## src/rtl/fifo_core.sv

```systemverilog
// fifo_core: single-clock FIFO with write ack, overflow/underflow pulses and count-derived status flags
// Ports: clk, rst_n (async active-low); data_in/wr_en write side; rd_en/data_out read side (1-cycle latency);
//        wr_ack/overflow/underflow registered per-request pulses; full/almostfull/empty/almostempty from count.
module fifo_core #(
  parameter int FIFO_WIDTH = 16,
  parameter int FIFO_DEPTH = 8
) (
  input  logic                  clk,
  input  logic                  rst_n,
  input  logic [FIFO_WIDTH-1:0] data_in,
  input  logic                  wr_en,
  input  logic                  rd_en,
  output logic [FIFO_WIDTH-1:0] data_out,
  output logic                  wr_ack,
  output logic                  overflow,
  output logic                  underflow,
  output logic                  full,
  output logic                  almostfull,
  output logic                  empty,
  output logic                  almostempty
);
  localparam int AW = $clog2(FIFO_DEPTH);
  localparam int CW = AW + 1;
  localparam logic [AW-1:0] LAST = AW'(FIFO_DEPTH - 1);
  localparam logic [CW-1:0] DEPTH = CW'(FIFO_DEPTH);
  logic [FIFO_WIDTH-1:0] r_mem [FIFO_DEPTH];
  logic [FIFO_WIDTH-1:0] r_data_out;
  logic [AW-1:0]         r_wr_ptr, r_rd_ptr;
  logic [CW-1:0]         r_count;
  logic                  r_wr_ack, r_overflow, r_underflow;
  logic                  w_wr, w_rd;
  assign full        = r_count == DEPTH;
  assign almostfull  = r_count == DEPTH - CW'(1);
  assign empty       = r_count == '0;
  assign almostempty = r_count == CW'(1);
  assign w_wr        = wr_en && !full;
  assign w_rd        = rd_en && !empty;
  assign data_out    = r_data_out;
  assign wr_ack      = r_wr_ack;
  assign overflow    = r_overflow;
  assign underflow   = r_underflow;
  // storage is never reset; stale words become unreachable once pointers/count clear
  always_ff @(posedge clk)
    if (w_wr) r_mem[r_wr_ptr] <= data_in;
  // pointers wrap explicitly so non-power-of-two depths work
  always_ff @(posedge clk or negedge rst_n)
    if (!rst_n) begin
      r_wr_ptr    <= '0;
      r_rd_ptr    <= '0;
      r_count     <= '0;
      r_data_out  <= '0;
      r_wr_ack    <= 1'b0;
      r_overflow  <= 1'b0;
      r_underflow <= 1'b0;
    end else begin
      r_wr_ptr    <= w_wr ? (r_wr_ptr == LAST ? '0 : r_wr_ptr + AW'(1)) : r_wr_ptr;
      r_rd_ptr    <= w_rd ? (r_rd_ptr == LAST ? '0 : r_rd_ptr + AW'(1)) : r_rd_ptr;
      r_count     <= (w_wr && !w_rd) ? r_count + CW'(1) : (w_rd && !w_wr) ? r_count - CW'(1) : r_count;
      r_data_out  <= w_rd ? r_mem[r_rd_ptr] : r_data_out;
      r_wr_ack    <= w_wr;
      r_overflow  <= wr_en && full;
      r_underflow <= rd_en && empty;
    end
endmodule

```

## config.mk

```make
export PLATFORM = sky130hd
export DESIGN_NAME = fifo_core
export DESIGN_NICKNAME = d
export VERILOG_FILES = /design/src/rtl/fifo_core.sv
export SDC_FILE = /design/constraint.sdc
export NUM_CORES = 1
export LEC_CHECK = 0
export CAP_MARGIN = 20
export CELL_PAD_IN_SITES_DETAIL_PLACEMENT = 0
export CELL_PAD_IN_SITES_GLOBAL_PLACEMENT = 1
export CORE_ASPECT_RATIO = 0.7
export CORE_MARGIN = 5
export CORE_UTILIZATION = 35
export CTS_BUF_LIST = sky130_fd_sc_hd__clkbuf_16
export CTS_CLUSTER_SIZE = 16
export DETAILED_ROUTE_END_ITERATION = 6
export PLACE_DENSITY_LB_ADDON = 0.1
export SLEW_MARGIN = 0
export SYNTH_ARGS = -nofsm -noshare
export SYNTH_HDL_FRONTEND = slang
export SYNTH_SLANG_ARGS = --single-unit
```

## constraint.sdc

```tcl
create_clock -name clk -period 4.26 [get_ports clk]
set_clock_uncertainty 0.05 [all_clocks]
set_input_delay 0.852 -clock clk [delete_from_list [all_inputs] [get_ports clk]]
set_output_delay 0.852 -clock clk [all_outputs]
set_load 0.03 [all_outputs]
```

==> metrics.cfg <==
[timing]
rsz0062_at_grt=false
period_share=0.7557
setup_viol=0
fmax_mhz=310.6
tightest_slew_ns=1.065
period_needed_ns=3.219
drv_slew=0
finalHoldViolations=0
relSlewSlack=0.2901
setup_tns_ns=0
whs_ns=0.4841

[pwr]
powerDensity_mw_per_mm2=709.9
leakage_nw=2.715
switching_power_mw=1.767
clkPwrFrac=0.275
pwr-share-comb=0.314
swShare=0.3259
p_int_mw=3.655
fin_total_pwr_mw=5.422
p_seq_frac=0.411
peakVddDrop_mv=0.2752

[layout]
design_area_sq_mm=0.007639
syn2layout_area_growth_pct=21.30
regArea_sq_mm=0.004571
nets=449
utilization=0.4279
drive_above_1_share=0.2419
diodes=0
fillers=1633
multi_input_area_sq_mm=0.001630

[synthesis]
yosys_warnings=0
synth_nets=390
synth.distinct_cells=32
synth_edf_count=128
synthTopCellsByArea=edfxtp_1 61%, dfrtp_1 12%, mux2_2 6.4%, mux2i_1 5.2%, o31ai_2 3.2%
synth_area_sq_mm=0.006297
synth_area_leader_cell=edfxtp_1
synth.most_common_cell=edfxtp_1
ys_ff_latch=157
synthTopCellsByCount=128 x edfxtp_1, 36 x mux2_2, 33 x mux2i_1
yosysSeqAreaShare=0.7256
ys.flop_type=edfxtp_1
synthCells=362
yosys.area.top_type_share=0.6104
postSynthAreaPerCell_sq_um=17.40
postSynth.asyncResetShare=0.1847

[global_route]
grt_pass1_wl_um=20820
overflow=0
grtUsageTotal=0.1386
antenna_found_initial=0
grt_pass1_vias=3390
grt_max_degree=41

[critical_path]
crit_path_start_kind=flip-flop
required_ns=3.36
crit_arrival_ns=2.32
criticalPathCategory=reg -> out
cp-end-kind=primary output
r2r-end=r_count[3]$_DFFE_PN0P_
r2r.worst_path.cells=9
r2r_slack_ns=1.72
worstReg2RegStart=r_count[0]$_DFFE_PN0P_
crit_fanout=20

[run_status]
status=complete, no violations

[detailed_routing]
num_vias=3268
vias_per_cell=4.878
postRouteAntennaNets=0
drtIter0Drc=187
drtPass1Iterations=4
drc_errors=0
wl_um=13750
wire_per_inst_um=20.53

[floorplan]
ioPinCount=43
core_region_area_sq_mm=0.01785
start_util=0.3527
rows=41
dieWidth_um=170.3
die-area_sq_mm=0.02082
die_y_um=122.2

[place]
placed_area_sq_mm=0.007056
portBuffers=42
place.gp.congestion=0.6774
hpwl_um=8402

[clocking]
clkSinkCount=157
clockRootBuffer=clkbuf_16
clock_path_buffers=2
cts_htree_levels=4
cts_buffers=17
cts_resized=0
cts_setup_buffers=0
hold_buffers=0
clk_pin_slew_worst_paths_ns=0.06
cts_tree=done
clk_latency_ns=0.42

[worst_hold_path]
hold_path_class=reg -> reg
min-delay-start=data_out[13]$_DFFE_PN0P_
holdPathStages=2
holdPathEnd=data_out[13]$_DFFE_PN0P_

[job]
cap_violations=0

-- critical path: stages, from the launching register on --
cell and delay, ns:
dfrtp_1 0.44, inv_1 0.09, ha_1 0.19, nor3b_2 0.17, buf_4 0.29, clkdlybuf4s50_1 0.72
-- stage by stage --
step / std cells / setup slack (ns)
after CTS: 670 / 0.9989
after global placement: 638 / 1.256
after floorplan: 362 / 1.191
after global routing: 670 / 0.9357
final: 670 / 1.041
after detailed placement: 638 / 1.248
-- power groups by stage --
stage          Sequential (mW)  Clock, mW  Combinational [mW]
5_1_grt                   2.27       1.58                1.84
4_1_cts                   2.24       1.53                1.74
3_3_place_gp              2.26          0                1.73
6_report                  2.23       1.49                1.70
2_1_floorplan             2.30          0                1.09
3_5_place_dp              2.27          0                1.73
-- worst max path at each step --
stage / startpoint / endpoint / cells after the start
5_1_grt: r_count[0]$_DFFE_PN0P_ / empty / 5
3_3_place_gp: wr_en / r_mem[2][6]$_DFFE_PP_ / 4
3_5_place_dp: wr_en / r_mem[2][5]$_DFFE_PP_ / 4
2_1_floorplan: wr_en / r_mem[0][0]$_DFFE_PP_ / 2
4_1_cts: r_count[0]$_DFFE_PN0P_ / empty / 5
6_report: r_count[0]$_DFFE_PN0P_ / empty / 5
-- logic make-up (layout without fill, tap and decap cells) --
logic type	count (synthesis)	after routing	synth area share
mux	70	70	0.1186
compound gates	68	68	0.08583
xor+xnor	4	4	0.005564
simple gates	32	32	0.02762
fa+ha+maj	8	8	0.01590
buf+inv	23	95	0.02086
flops	157	157	0.7256
-- sequential cells by signal, summed over array words and instances, names as in the netlist --
| register | flops |
|---|---|
| r_mem | 128 |
| data_out | 16 |
| r_count | 4 |
| r_rd_ptr | 3 |
| r_wr_ptr | 3 |
| overflow | 1 |
| underflow | 1 |
| wr_ack | 1 |
-- final cells by class --
type,count,share of cell area
flip-flops and latches,157,0.5984
multi-input cells,182,0.2134
repair buffers,58,0.07076
clock buffers,17,0.05569
well taps,236,0.03866
clock inverters,15,0.02064
inverters,5,0.002457
-- layer usage --
layer,vias to the layer above,GRT usage,routed length [um]
met1,1665,0.1853,6584
met3,16,0.03960,471
li1,1540,-,-
met2,47,0.2211,6501
met5,-,0,0
met4,0,0.04289,197
-- cells in the final DEF, fill, tap and decap left out, drive strengths merged --
cell type,n
clkinv,7
inv,7
o31ai,16
nand4,1
buf,16
nand2,4
nand2b,5
nand3,1
a22o,16
o22ai,16
edfxtp,128
bufinv,3
nor2b,2
clkdlybuf4s50,42
or4,1
and2,2
and3b,1
clkinvlp,3
xnor2,1
clkbuf,17
nor4,1
nor3,4
dfrtp,29
nand3b,1
nor3b,2
ha,8
xor2,3
nor2,7
mux2i,33
a21oi,1
mux2,37
o21ai,19
Power figures use the tool's default switching activity.
